## src/rtl/fta_bridge64to128.sv

```systemverilog
// fta_bridge64to128: upsizing bridge from a 64-bit FTA initiator onto the 128-bit FTA fabric.
//
// Requests are registered onto the 128-bit side, with write data replicated on both halves and
// byte selects steered into the half chosen by padr[3]. A small tracking table remembers the
// lane of every outstanding transaction, keyed by tid. Each returning response uses that table
// to pick the matching 64-bit half of the read data.
//
// Ports:
//   rst_i          synchronous active-high reset
//   clk_i          clock
//   s_req          request from the 64-bit initiator
//   s_resp         response to the 64-bit initiator (stall is combinational; all else registered)
//   m_req          registered request to the 128-bit fabric
//   m_resp         response from the 128-bit fabric
//   outstanding_o  number of valid tracking entries

package fta_bridge64to128_pkg;

  typedef struct packed {
    logic        cyc;
    logic        stb;
    logic        we;
    logic [1:0]  bte;
    logic [2:0]  cti;
    logic [3:0]  cid;
    logic [7:0]  tid;
    logic [31:0] padr;
    logic [7:0]  sel;
    logic [63:0] dat;
  } fta_cmd_request64_t;

  typedef struct packed {
    logic         cyc;
    logic         stb;
    logic         we;
    logic [1:0]   bte;
    logic [2:0]   cti;
    logic [3:0]   cid;
    logic [7:0]   tid;
    logic [31:0]  padr;
    logic [15:0]  sel;
    logic [127:0] data1;
  } fta_cmd_request128_t;

  typedef struct packed {
    logic [3:0]  cid;
    logic [7:0]  tid;
    logic        stall;
    logic        next;
    logic        ack;
    logic        rty;
    logic        err;
    logic [3:0]  pri;
    logic [31:0] adr;
    logic [63:0] dat;
  } fta_cmd_response64_t;

  typedef struct packed {
    logic [3:0]   cid;
    logic [7:0]   tid;
    logic         stall;
    logic         next;
    logic         ack;
    logic         rty;
    logic         err;
    logic [3:0]   pri;
    logic [31:0]  adr;
    logic [127:0] dat;
  } fta_cmd_response128_t;

endpackage

module fta_bridge64to128
  import fta_bridge64to128_pkg::*;
#(
  parameter int unsigned DEPTH = 4
) (
  input  logic                      rst_i,
  input  logic                      clk_i,
  input  fta_cmd_request64_t        s_req,
  output fta_cmd_response64_t       s_resp,
  output fta_cmd_request128_t       m_req,
  input  fta_cmd_response128_t      m_resp,
  output logic [$clog2(DEPTH):0]    outstanding_o
);

  localparam int unsigned IdxW = $clog2(DEPTH);
  localparam int unsigned CntW = IdxW + 1;

  fta_cmd_request128_t m_req_q, m_req_d;
  fta_cmd_response64_t s_resp_q, s_resp_d;

  logic [DEPTH-1:0]      valid_q, valid_d;
  logic [DEPTH-1:0]      lane_q, lane_d;
  logic [DEPTH-1:0][7:0] tid_q, tid_d;

  logic            alloc_found;
  logic [IdxW-1:0] alloc_idx;
  logic            match_found;
  logic [IdxW-1:0] match_idx;
  logic            full;
  logic            acc;
  logic            resp_evt;
  logic            lane;
  logic            resp_lane;
  logic [CntW-1:0] cnt;

  assign lane     = s_req.padr[3];
  assign resp_evt = m_resp.ack | m_resp.err | m_resp.rty;

  // Lowest free slot, searched on the registered valids so a slot released this cycle is
  // not reallocated until the next one.
  always_comb begin
    alloc_found = 1'b0;
    alloc_idx   = '0;
    for (int unsigned i = 0; i < DEPTH; i++) begin
      if (!valid_q[i] && !alloc_found) begin
        alloc_found = 1'b1;
        alloc_idx   = IdxW'(i);
      end
    end
  end

  // No free slot is exactly "every entry valid".
  assign full = ~alloc_found;
  assign acc  = s_req.cyc & s_req.stb & ~full & ~m_resp.stall;

  // Lowest-index valid entry with a matching tid retires first.
  always_comb begin
    match_found = 1'b0;
    match_idx   = '0;
    for (int unsigned i = 0; i < DEPTH; i++) begin
      if (resp_evt && valid_q[i] && (tid_q[i] == m_resp.tid) && !match_found) begin
        match_found = 1'b1;
        match_idx   = IdxW'(i);
      end
    end
  end

  // Unmatched responses fall back to the low half.
  assign resp_lane = match_found & lane_q[match_idx];

  always_comb begin
    valid_d = valid_q;
    lane_d  = lane_q;
    tid_d   = tid_q;
    if (match_found) begin
      valid_d[match_idx] = 1'b0;
    end
    // Alloc targets an invalid entry and match a valid one, so they never collide.
    if (acc) begin
      valid_d[alloc_idx] = 1'b1;
      lane_d[alloc_idx]  = lane;
      tid_d[alloc_idx]   = s_req.tid;
    end
  end

  always_comb begin
    m_req_d = m_req_q;
    if (acc) begin
      m_req_d.cyc   = 1'b1;
      m_req_d.stb   = 1'b1;
      m_req_d.we    = s_req.we;
      m_req_d.bte   = s_req.bte;
      m_req_d.cti   = s_req.cti;
      m_req_d.cid   = s_req.cid;
      m_req_d.tid   = s_req.tid;
      m_req_d.padr  = s_req.padr;
      m_req_d.sel   = lane ? {s_req.sel, 8'h00} : {8'h00, s_req.sel};
      m_req_d.data1 = {2{s_req.dat}};
    end else begin
      m_req_d.cyc   = 1'b0;
      m_req_d.stb   = 1'b0;
      m_req_d.we    = 1'b0;
      m_req_d.sel   = '0;
      m_req_d.padr  = 32'hFFFF_FFFF;
      m_req_d.data1 = '0;
    end
  end

  always_comb begin
    s_resp_d       = '0;
    s_resp_d.dat   = resp_lane ? m_resp.dat[127:64] : m_resp.dat[63:0];
    s_resp_d.ack   = m_resp.ack;
    s_resp_d.err   = m_resp.err;
    s_resp_d.rty   = m_resp.rty;
    s_resp_d.next  = m_resp.next;
    s_resp_d.cid   = m_resp.cid;
    s_resp_d.tid   = m_resp.tid;
    s_resp_d.adr   = m_resp.adr;
    s_resp_d.pri   = m_resp.pri;
  end

  always_ff @(posedge clk_i) begin
    if (rst_i) begin
      m_req_q  <= '0;
      s_resp_q <= '0;
      valid_q  <= '0;
      lane_q   <= '0;
      tid_q    <= '0;
    end else begin
      m_req_q  <= m_req_d;
      s_resp_q <= s_resp_d;
      valid_q  <= valid_d;
      lane_q   <= lane_d;
      tid_q    <= tid_d;
    end
  end

  always_comb begin
    cnt = '0;
    for (int unsigned i = 0; i < DEPTH; i++) begin
      cnt = cnt + CntW'(valid_q[i]);
    end
  end

  assign outstanding_o = cnt;
  assign m_req         = m_req_q;

  always_comb begin
    s_resp       = s_resp_q;
    s_resp.stall = full | m_resp.stall;
  end

endmodule

```

## config.mk

```make
export PLATFORM = sky130hd
export DESIGN_NAME = fta_bridge64to128
export DESIGN_NICKNAME = d
export VERILOG_FILES = /design/src/rtl/fta_bridge64to128.sv
export SDC_FILE = /design/constraint.sdc
export NUM_CORES = 1
export LEC_CHECK = 0
export ABC_AREA = 0
export CORE_AREA = 5 5 240 242
export CTS_BUF_LIST = sky130_fd_sc_hd__clkbuf_4 sky130_fd_sc_hd__clkbuf_8
export CTS_CLUSTER_DIAMETER = 200
export CTS_CLUSTER_SIZE = 10
export DETAILED_ROUTE_END_ITERATION = 8
export DIE_AREA = 0 0 245 247
export SLEW_MARGIN = 25
export SYNTH_ARGS = -nofsm -noshare
export SYNTH_HDL_FRONTEND = slang
export SYNTH_SLANG_ARGS = --single-unit
```

## constraint.sdc

```tcl
create_clock -name clk_i -period 3.1 [get_ports clk_i]
set_input_delay 0.62 -clock clk_i [delete_from_list [all_inputs] [get_ports clk_i]]
set_output_delay 0.62 -clock clk_i [all_outputs]
set_load 0.01 [all_outputs]
```

Yosys cells after proc, flatten, opt, wreduce, memory -nomap -nowiden

Index checks and enable logic that the tools add are counted.
W data, S select, Z words.

Reduce and logical (&&, ||, !) cells: 27
Muxes and demuxes: 30
Order comparisons: 4
Shift-type cells: 0
Bitwise logic cells: 14
Add/subtract/negate cells: 3
Div/mod/pow operators: 0
$mul: 0
Equal/unequal tests: 4

Operators by type and width:

| cell                 | number |
|---|---|
| $mux W176            | 1 |
| $mux W64             | 1 |
| $bwmux W32           | 1 |
| $eq A8 B8 Y1         | 4 |
| $demux W8 S2         | 1 |
| $logic_and A1 B1 Y1  | 16 |
| $mux W16             | 1 |
| $mux W1              | 13 |
| $logic_not A1 Y1     | 8 |
| $mux W2              | 4 |
| $mux W4              | 2 |
| $mux W8              | 1 |
| $lt A2 B3 Y1 const B | 2 |
| $reduce_or A3 Y1     | 2 |
| $and A1 B1 Y1        | 4 |
| $and A4 B4 Y4        | 1 |
| $bwmux W4            | 1 |
| $demux W1 S2         | 2 |
| $ge A2 B1 Y1 const B | 2 |
| $not A1 Y1           | 4 |
| $not A4 Y4           | 1 |
| $or A4 B4 Y4         | 1 |
| $add A2 B1 Y3        | 1 |
| $add A3 B1 Y3        | 1 |
| 5 further kinds      | 7 |

Bits in read-only memories: 0
Bits in latches: 0
Memories kept: 0
Output and inout port bits: 316
Flip-flop bits (word level): 352
Logic and storage cells: 108
Bits of input ports: 307
Bits in writable memories: 0

Logic depth before layout (Yosys ltp)

Gate-level depths: netlist (run 1).

Depth after elaboration: 23
Depth in mapped cells: 9
Depth with buffers taken out: 6

Least setup slack after synthesis (run 1)

No wires, ideal clock.

Path kind: input to register
From: input m_resp[171] (netlist bit)
To: register s_resp_q (netlist bit s_resp[10])
Arrival time: 2.496 ns
Data required time: 3.028 ns
Setup time: 0.072 ns
Setup slack: 0.532 ns
Stages: 9
Cells stage by stage: buf_4 > xor2_1 > nor4_2 > nand4_1 > mux2_1 > a222oi_1 > buf_6 > buf_12 > mux2i_1

Word-level cells in the longest chain between the ends: 16
Elaborated cells on any way between the ends: 25
Those cells by class: 4 x eq/ne; 10 x mux; 1 x bitwise; 10 x reduce/logical

RTL lines:

| item                          | line | RTL |
|---|---|---|
| from (decl)                   | 83   | `input fta_cmd_response128_t m_resp,` |
| $eq A8 B8 Y1                  | 133  | `if (resp_evt && valid_q[i] && (tid_q[i] == m_resp.tid) && !match_found) begin` |
| $logic_and A1 B1 Y1           | 133  |  |
| $mux W1                       | 133  |  |
| $logic_not A1 Y1              | 133  |  |
| $logic_and A1 B1 Y1           | 133  |  |
| $mux W1                       | 133  |  |
| $logic_not A1 Y1              | 133  |  |
| $logic_and A1 B1 Y1           | 133  |  |
| $mux W1                       | 133  |  |
| $logic_not A1 Y1              | 133  |  |
| $logic_and A1 B1 Y1           | 133  |  |
| $mux W2                       | 133  |  |
| $bmux W1 S2                   | 141  | `assign resp_lane = match_found & lane_q[match_idx];` |
| $mux W1 (not written as such) | 141  |  |
| $and A1 B1 Y1 (*)             | 141  |  |
| $mux W64 (*)                  | 183  | `s_resp_d.dat = resp_lane ? m_resp.dat[127:64] : m_resp.dat[63:0];` |
| to (signal assigned)          | 203  | `s_resp_q <= s_resp_d;` |
| to (decl)                     | 91   | `fta_cmd_response64_t s_resp_q, s_resp_d;` |

Mark *: on every way between the ends. The rest lies on a longest branch, timed or not. The select of a mux whose other input is x is not followed.
A chain may end at the register's enable or synchronous reset.

Worst setup path after layout (run 1)

From: register valid_q[0]
To: output outstanding_o[1]

Word-level cells in the longest chain between the ends: 3

RTL lines:

| item                   | line | RTL |
|---|---|---|
| from (decl)            | 93   | `logic [DEPTH-1:0] valid_q, valid_d;` |
| from (signal assigned) | 204  | `valid_q <= valid_d;` |
| $add A1 B1 Y2          | 213  | `cnt = cnt + CntW'(valid_q[i]);` |
| $add A2 B1 Y3          | 213  |  |
| $add A3 B1 Y3          | 213  |  |
| to (decl)              | 84   | `output logic [$clog2(DEPTH):0] outstanding_o` |

Every way passes these cells.

==> metrics.yaml, run 1 <==
status: "complete, no violations"
syn-cell-area_sq_um: 10500
post_drt_wl_per_cell_um: 18.2
drt_iter0_markers: 238
r2r_cells: 8
hp-class: "reg2reg"
synth_fp_nets: 1337
synth.distinct_cells: 35
grt_antenna_before_repair: 12
max_freq_mhz: 343
yosysWarnings: 0
wl_um: 41800
cts-root-buf: "clkbuf_8"
placed_cells: 2255
num-fill-cells: 5535
drcViolationCount: 0
place_ws_ns: -0.295
path_class: "reg2out"
finalCritPeriodShare_pct: 94.0
die_x_um: 245
min_period_ns: 2.91
fp.dieH_um: 247
syn_area_per_cell_sq_um: 10.2
holdWs_ns: 0.456
clk_pin_slew_ns: 0.07
cp_max_fo: 3
yosysSeqAreaShare_pct: 54.8
maxCapViolations: 0
postLayoutCellArea_sq_um: 17600
grt_remaining_overflow: 0
final_common_cell: "clkdlybuf4s50_1"
clock_skew_ns: 0.0260
fin_cells: 2299
cts.sink_count: 287
area_growth_pct: 68.0
grt_usage_pct: 12.9
cts_buffers: 34
finalSetupViolations: 0
regToRegSetupSlack_ns: 0.53
ir_drop_mv: 0.281
gp_congestion: 0.883
port_buffers: 622
drive_above_1_share_pct: 5.29
grt_pass1_vias: 9021
min_to: "m_req[192]"
place_area_sq_um: 17100
io_pins: 623
grt_max_degree: 75
initial_core_util_pct: 19.1
fin_nets: 1899
ant_nets: 0
synth_cells: 1025
dp_hpwl_um: 33500
via_per_inst: 3.80
final_cell_mix: "clkdlybuf4s50_1 (618), dfxtp_1 (286), nand2b_1 (129)"
arrival_ns: 2.29
hp-start: "m_req[192]"
rr_startpoint: "tid_q[17]"
finalHoldViolCount: 0
drv_slew: 0
post-cts-setup-buffers: 0
cts_tree: "built"
vias: 8747
worst_pin_slew_ns: 0.652
slew_headroom_pct: 56.5
critPathCaptureType: "output pin"
p_per_area_nw_per_um2: 418
core_sq_um: 54900
clockBufferDepth: 3
leakage_nw: 6.98
grt_pass1_wl_um: 59200
firstDrtPassIters: 4
htree_num_levels: 2
rsz0062_at_grt: "no"
min_path_cells: 2
clkLatencyLatePin_ns: 0.58
fin_ws_ns: 0.185
r2r_end: "s_resp[25]"
holdBufCountCts: 0
num_rows: 86
critical_path_required_ns: 2.48
ys_seq_elements: 287
dieArea_sq_um: 60500
crit_path_start_kind: "register"
per-layer routing:
layer | global-route usage (%) | part of all wire (%) | up-vias
li1 | - | - | 4271
met1 | 14.6 | 39 | 3987
met2 | 22.2 | 49 | 409
met3 | 4.93 | 9.3 | 72
met4 | 4.36 | 3.0 | 8
met5 | 0 | 0.11 | -
worst max path at each step:
stage                     slack, ns                to  cells after the start         from
after global routing           0.02  outstanding_o[1]                      6   valid_q[0]
after detailed placement      -0.29        s_resp[63]                      9  m_resp[170]
after global placement        -0.26         s_resp[4]                      9  m_resp[170]
after CTS                      0.01  outstanding_o[1]                      6   valid_q[0]
final                          0.19  outstanding_o[1]                      6   valid_q[0]
after floorplan                0.53        s_resp[10]                      9  m_resp[171]
layout make-up:
type / count / area (sq um) / share of cell area (%)
Antenna cell: 6 / 15.0 / 0.0853
Clock buffer: 35 / 482 / 2.74
Clock inverter: 3 / 22.5 / 0.128
Inverter: 7 / 26.3 / 0.149
Multi-Input combinational cell: 600 / 3860 / 21.9
Sequential cell: 287 / 5750 / 32.6
Tap cell: 704 / 881 / 5.00
Timing Repair Buffer: 657 / 6580 / 37.3
through the flow:
| stage | power (mW) | setup TNS (ns) | utilization, % |
|---|---|---|---|
| 3_3_place_gp | 5.07 | -13.82 | 31.1 |
| 4_1_cts | 7.55 | 0 | 32.1 |
| 2_1_floorplan | 4.29 | 0 | - |
| 5_1_grt | 7.76 | 0 | 32.1 |
| 6_report | 7.37 | 0 | 32.1 |
| 3_5_place_dp | 5.07 | -14.08 | 31.1 |
cell usage after synthesis (all sizes together):
cell type    n  share of area (%)
fa           1               0.19
mux2i       91                8.7
nand3b       1              0.072
mux2         1               0.11
and3         8               0.48
nor3b        1              0.072
nor4         5               0.48
nor3         5               0.24
nand2       46                1.6
and2        73                4.4
xnor2       23                1.9
inv          7               0.25
nand4        7               0.42
nor2        96                3.4
ha           4               0.48
a222oi       1              0.096
o21ai        1              0.048
a31o         1              0.084
nand2b     130                7.8
dfxtp      287                 55
xor2         9               0.82
clkbuf      49                1.8
nand3       10               0.48
nor2b       55                3.3
a21oi       28                1.3
o21ba        1              0.096
buf         82                6.4
or3          2               0.13
state kept, by name, summed over array words and instances, names as in the netlist:
signal and cells:
lane_q 4, valid_q 4, tid_q 32, m_req 131, s_resp 116
what timing repair did:
action                     in CTS  in global routing
gates resized for setup         3                  2
pin swaps                       0                  0
setup endpoints to repair       3                  1
where the power goes:
part	total, mW	switching, mW	leakage [nW]	internal [mW]
Sequential	3.87	0.0492	2.36	3.82
Combinational	1.11	0.393	4.36	0.712
Clock	2.39	1.37	0.265	1.02
Total	7.37	1.81	6.98	5.56
worst max-delay path, cell delays in order, from the launching register on:
cell             delay, ns
dfxtp_2               0.35
inv_1                 0.09
fa_1                  0.55
inv_1                 0.04
ha_1                  0.17
ha_1                  0.26
clkdlybuf4s15_1       0.26
logic make-up (layout without fill, tap and decap cells):
kind of cell | after synthesis | count (layout) | share of synthesized area [%]
DFF | 287 | 287 | 54.8
xor gates and xnor gates | 32 | 32 | 2.75
AOI/OAI and AO/OA | 32 | 32 | 1.66
muxes | 92 | 92 | 8.80
and+or+nand+nor | 439 | 439 | 22.9
adders and majority gates | 5 | 5 | 0.669
other | 0 | 6 | 0
buffers and inverters | 138 | 702 | 8.45
Power figures use the tool's default switching activity.
==> run 2: changes to the inputs <==
--- a/config.mk
+++ b/config.mk
@@ -12,6 +12,7 @@
 export CTS_CLUSTER_SIZE = 10
 export DETAILED_ROUTE_END_ITERATION = 8
 export DIE_AREA = 0 0 245 247
+export MAX_ROUTING_LAYER = met4
 export SLEW_MARGIN = 25
 export SYNTH_ARGS = -nofsm -noshare
 export SYNTH_HDL_FRONTEND = slang
==> constraint.sdc (replaced) <==
create_clock -name clk_i -period 3.05 [get_ports clk_i]
set_input_delay 0.61 -clock clk_i [delete_from_list [all_inputs] [get_ports clk_i]]
set_output_delay 0.61 -clock clk_i [all_outputs]
set_load 0.01 [all_outputs]
==> run 2 against run 1 <==
Global-route usage increased by 0.49 points; die area unchanged; first-iteration DRC count increased by 26%; sequential cell count unchanged; critical path type unchanged; largest cell class unchanged.
==> metrics.yaml, run 2 (synthesis gave the netlist of run 1 again) <==
status: "complete, no violations"  # unchanged
multiInputGateArea_sq_um: 3860  # unchanged
path_class: "reg2out"  # unchanged
firstDrtPassIters: 4  # unchanged
cp_max_fo: 3  # unchanged
grt_remaining_overflow: 0  # unchanged
core_sq_um: 54900  # unchanged
clkLatencyLatePin_ns: 0.58  # about the same
finalSetupViolations: 0  # unchanged
largest_register_ff_count: 131  # unchanged
grt_max_degree: 75  # unchanged
via_per_inst: 3.83  # was 3.80
rr_startpoint: "tid_q[17]"  # unchanged
gp_congestion: 0.894  # was 0.883
cts_buffers: 34  # unchanged
vias: 8825  # was 8747
final_core_util_pct: 32.1  # about the same
r2r_end: "s_resp[63]"  # was s_resp[25]
ir_drop_mv: 0.287  # was 0.281 mV
regToRegSetupSlack_ns: 0.50  # was 0.53 ns
clock_skew_ns: 0.0306  # was 0.0260 ns
drive_above_1_share_pct: 5.59  # was 5.29%
rsz0062_at_grt: "no"  # unchanged
clk_pin_slew_ns: 0.07  # about the same
dp_hpwl_um: 33700  # was 33500 um
io_pins: 623  # unchanged
ant_nets: 0  # unchanged
grt_usage_pct: 13.4  # was 12.9%
holdBufCountCts: 0  # unchanged
cts-root-buf: "clkbuf_8"  # unchanged
finalCritPeriodShare_pct: 94.7
worst_pin_slew_ns: 0.580  # was 0.652 ns
fin_tns_setup_ns: 0  # unchanged
p_per_area_nw_per_um2: 425  # was 418 nW/um^2
arrival_ns: 2.28  # was 2.29 ns
area_growth_pct: 68.2  # was 68.0%
final_cell_mix: "clkdlybuf4s50_1 (618), dfxtp_1 (285), nand2b_1 (129)"  # was clkdlybuf4s50_1 (618), dfxtp_1 (286), nand2b_1 (129)
hp-class: "reg2reg"  # unchanged
max_freq_mhz: 346
final_common_cell: "clkdlybuf4s50_1"  # unchanged
cts.sink_count: 287  # unchanged
drt_iter0_markers: 301  # was 238
wl_um: 42000  # was 41800 um
slew_headroom_pct: 61.3  # was 56.5%
fin_cells: 2304  # was 2299
htree_num_levels: 2  # unchanged
critPathCaptureType: "output pin"  # unchanged
fp.dieH_um: 247  # unchanged
grt_pass1_wl_um: 59500  # was 59200 um
postLayoutCellArea_sq_um: 17600  # about the same
fin_nets: 1901  # was 1899
drv_slew: 0  # unchanged
grt_antenna_before_repair: 9  # was 12
holdWs_ns: 0.456  # about the same
cts_tree: "built"  # unchanged
placed_cells: 2256  # was 2255
drcViolationCount: 0  # unchanged
crit_path_start_kind: "register"  # unchanged
port_buffers: 622  # unchanged
clockBufferDepth: 3  # unchanged
ff_latch_area_sq_um: 5750  # about the same
place_area_sq_um: 17100  # about the same
grt_pass1_vias: 9314  # was 9021
initial_core_util_pct: 19.1  # unchanged
post_drt_wl_per_cell_um: 18.2  # about the same
maxCapViolations: 0  # unchanged
hp-start: "m_req[179]"  # was m_req[192]
critical_path_required_ns: 2.44  # was 2.48 ns
die_x_um: 245  # unchanged
num_rows: 86  # unchanged
min_period_ns: 2.89
num-fill-cells: 5555  # was 5535
leakage_nw: 7.00  # was 6.98 nW
min_to: "m_req[179]"  # was m_req[192]
dieArea_sq_um: 60500  # unchanged
min_path_cells: 2  # unchanged
finalHoldViolCount: 0  # unchanged
r2r_cells: 8  # unchanged
-- run 2: cell count changes in the layout (fill, tap and decap cells not counted) --
cell / before / now
inv_1: 7 / 5
buf_4: 28 / 30
inv_2: 0 / 2
diode_2: 6 / 9
dlygate4sd2_1: 2 / 3
dfxtp_1: 286 / 285
dfxtp_2: 1 / 2
clkdlybuf4s15_1: 1 / 0
-- run 2: timing repair --
item / CTS / global route
resized for setup: 4 / 3
setup endpoints to repair: 3 / 1
setup buffers: 0 / 1
-- run 2: worst max-delay path by stage --
| stage | startpoint | end | slack (ns) | cells past startpoint |
|---|---|---|---|---|
| floorplan | m_resp[171] | s_resp[10] | 0.49 | 9 |
| global placement | m_resp[170] | s_resp[4] | -0.30 | 9 |
| detailed placement | m_resp[170] | s_resp[63] | -0.33 | 9 |
| CTS | valid_q[0] | outstanding_o[1] | 0.03 | 6 |
| global route | valid_q[0] | outstanding_o[1] | 0.001 | 6 |
| finish | valid_q[0] | outstanding_o[1] | 0.16 | 6 |
-- run 2: routing by layer --
| layer | up-vias | track usage [%] | wire [um] |
|---|---|---|---|
| met5 | - | - | 0 |
| met3 | 63 | 4.46 | 3610 |
| li1 | 4275 | - | - |
| met2 | 411 | 22.0 | 20600 |
| met4 | 0 | 5.18 | 1220 |
| met1 | 4076 | 15.1 | 16600 |
-- run 2: area by class of cell --
type                            instances  share of cell area (%)
Antenna cell                            9                   0.128
Clock buffer                           35                    2.73
Clock inverter                          3                   0.128
Inverter                                7                   0.149
Multi-Input combinational cell        600                    21.9
Sequential cell                       287                    32.6
Tap cell                              704                    5.00
Timing Repair Buffer                  659                    37.4
-- run 2: report_power, final --
group	switching [mW]	total, mW	leakage [nW]	internal [mW]
logic	0.404	1.13	4.37	0.725
registers	0.0515	3.94	2.36	3.88
clock network	1.38	2.42	0.265	1.04
total	1.84	7.49	7.00	5.65
-- run 2: worst max-delay path, cell delays in order, from the launching register on --
cell	delay, ns
dfxtp_2	0.36
inv_2	0.06
fa_1	0.53
inv_1	0.04
ha_1	0.17
ha_1	0.26
dlygate4sd2_1	0.29
-- run 2: stage by stage --
step	worst slack, ns	total power [mW]
finish	0.161	7.49
global route	0.00126	7.89
CTS	0.0341	7.66
detailed placement	-0.331	5.16
global placement	-0.299	5.15
floorplan	0.492	4.36
==> run 3: changes to the inputs <==
==> constraint.sdc (replaced) <==
create_clock -name clk_i -period 3.2 [get_ports clk_i]
set_input_delay 0.64 -clock clk_i [delete_from_list [all_inputs] [get_ports clk_i]]
set_output_delay 0.64 -clock clk_i [all_outputs]
set_load 0.01 [all_outputs]
==> run 3 against run 2 <==
Critical path depth did not move; global-route usage fell by 0.077 points; register-to-register slack improved by 0.11 ns; wire length fell by 0.24%; final area fell by 0.16%; combinational power fell by 4%; final cell count fell by 0.22%; critical path type unchanged.
==> metrics.yaml, run 3 (synthesis gave the netlist of run 1 again) <==
status: "complete, no violations"  # unchanged
io_pins: 623  # unchanged
final_cell_mix: "clkdlybuf4s50_1 (618), dfxtp_1 (287), nand2b_1 (129)"  # was clkdlybuf4s50_1 (618), dfxtp_1 (285), nand2b_1 (129)
place_area_sq_um: 17100  # about the same
fp.dieH_um: 247  # unchanged
dieArea_sq_um: 60500  # unchanged
fin_cells: 2299  # was 2304
critPathCaptureType: "output pin"  # unchanged
dp_hpwl_um: 33600  # was 33700 um
ant_nets: 0  # unchanged
drcViolationCount: 0  # unchanged
critical_path_required_ns: 2.56  # was 2.44 ns
clockBufferDepth: 3  # unchanged
core_sq_um: 54900  # unchanged
leakage_nw: 6.99  # was 7.00 nW
fin_ws_ns: 0.197  # was 0.161 ns
port_buffers: 622  # unchanged
post-cts-setup-buffers: 0  # unchanged
post_drt_wl_per_cell_um: 18.2  # about the same
r2r_end: "s_resp[22]"  # was s_resp[63]
grt_pass1_wl_um: 59200  # was 59500 um
maxCapViolations: 0  # unchanged
finalCritPeriodShare_pct: 93.8
grt_antenna_before_repair: 9  # unchanged
firstDrtPassIters: 4  # unchanged
holdWs_ns: 0.455  # was 0.456 ns
min_path_cells: 2  # unchanged
crit_path_start_kind: "register"  # unchanged
cp_max_fo: 3  # unchanged
die_x_um: 245  # unchanged
arrival_ns: 2.36  # was 2.28 ns
grt_usage_pct: 13.3  # was 13.4%
placed_cells: 2255  # was 2256
worst_pin_slew_ns: 0.679  # was 0.580 ns
fin_nets: 1899  # was 1901
slew_headroom_pct: 54.8  # was 61.3%
final_common_cell: "clkdlybuf4s50_1"  # unchanged
grt_remaining_overflow: 0  # unchanged
clkLatencyLatePin_ns: 0.56  # was 0.58 ns
drt_iter0_markers: 258  # was 301
cts-root-buf: "clkbuf_8"  # unchanged
drive_above_1_share_pct: 5.16  # was 5.59%
area_growth_pct: 67.9  # was 68.2%
vias: 8756  # was 8825
min_to: "m_req[180]"  # was m_req[179]
hp-class: "reg2reg"  # unchanged
finalSetupViolations: 0  # unchanged
finalHoldViolCount: 0  # unchanged
rsz0062_at_grt: "no"  # unchanged
regToRegSetupSlack_ns: 0.61  # was 0.50 ns
max_freq_mhz: 333
hp-start: "m_req[180]"  # was m_req[179]
r2r_cells: 8  # unchanged
initial_core_util_pct: 19.1  # unchanged
min_period_ns: 3.00
p_per_area_nw_per_um2: 405  # was 425 nW/um^2
path_class: "reg2out"  # unchanged
grt_max_degree: 75  # unchanged
grt_pass1_vias: 9181  # was 9314
htree_num_levels: 2  # unchanged
clock_skew_ns: 0.0238  # was 0.0306 ns
postLayoutCellArea_sq_um: 17600  # about the same
ir_drop_mv: 0.242  # was 0.287 mV
rr_startpoint: "tid_q[17]"  # unchanged
drv_slew: 0  # unchanged
via_per_inst: 3.81  # was 3.83
clk_pin_slew_ns: 0.07  # about the same
gp_congestion: 0.897  # was 0.894
holdBufCountCts: 0  # unchanged
cts.sink_count: 287  # unchanged
place_ws_ns: -0.225  # was -0.331 ns
cts_tree: "built"  # unchanged
num_rows: 86  # unchanged
fin_tns_setup_ns: 0  # unchanged
cts_buffers: 34  # unchanged
largest_register_ff_count: 131  # unchanged
wl_um: 41900  # was 42000 um
## run 3: repair_timing
| action | 4_1_cts | 5_1_grt |
|---|---|---|
| setup endpoints to repair | 2 | 1 |
| resized for setup | 2 | 1 |
| cloned | 0 | 0 |
## run 3: how the worst max path moves through the flow
stage / startpoint / slack [ns] / to / depth (start not counted)
floorplan: m_resp[171] / 0.61 / s_resp[10] / 9
global placement: m_resp[170] / -0.18 / s_resp[4] / 9
detailed placement: m_resp[170] / -0.22 / s_resp[62] / 9
CTS: valid_q[0] / 0.02 / outstanding_o[0] / 5
global route: valid_q[0] / 0.05 / outstanding_o[1] / 6
finish: valid_q[0] / 0.20 / outstanding_o[1] / 6
## run 3: cell type report
class                      instances  area (sq um)
clock buffer                      35           482
inverter                           7          26.3
fill                            5593         37300
multi-input combinational        600          3860
clock inverter                     2          12.5
tap                              704           881
antenna                            7          17.5
sequential                       287          5750
timing repair buffer             657          6580
## run 3: per-stage QoR
step           power [mW]  util (%)
6_report             7.12      32.1
4_1_cts              7.28      32.0
5_1_grt              7.49      32.1
3_3_place_gp         4.91      31.1
3_5_place_dp         4.92      31.1
2_1_floorplan        4.15         -
## run 3: critical path: stages, from the launching register on
cell and delay [ns]:
dfxtp_1 0.37, inv_1 0.11, fa_1 0.54, inv_1 0.05
ha_1 0.17, ha_1 0.26, dlygate4sd2_1 0.30
## run 3: layer usage
| layer | vias up | track usage, % | routed length [um] |
|---|---|---|---|
| met2 | 407 | 22.4 | 20600 |
| met3 | 70 | 4.42 | 3550 |
| li1 | 4265 | - | - |
| met1 | 4014 | 14.9 | 16600 |
| met5 | - | - | 0 |
| met4 | 0 | 4.44 | 1180 |
## run 3: power by group
group	total, mW	switching (mW)	internal (mW)
clock	2.30	1.32	0.981
combinational	1.08	0.385	0.690
sequential	3.75	0.0466	3.70
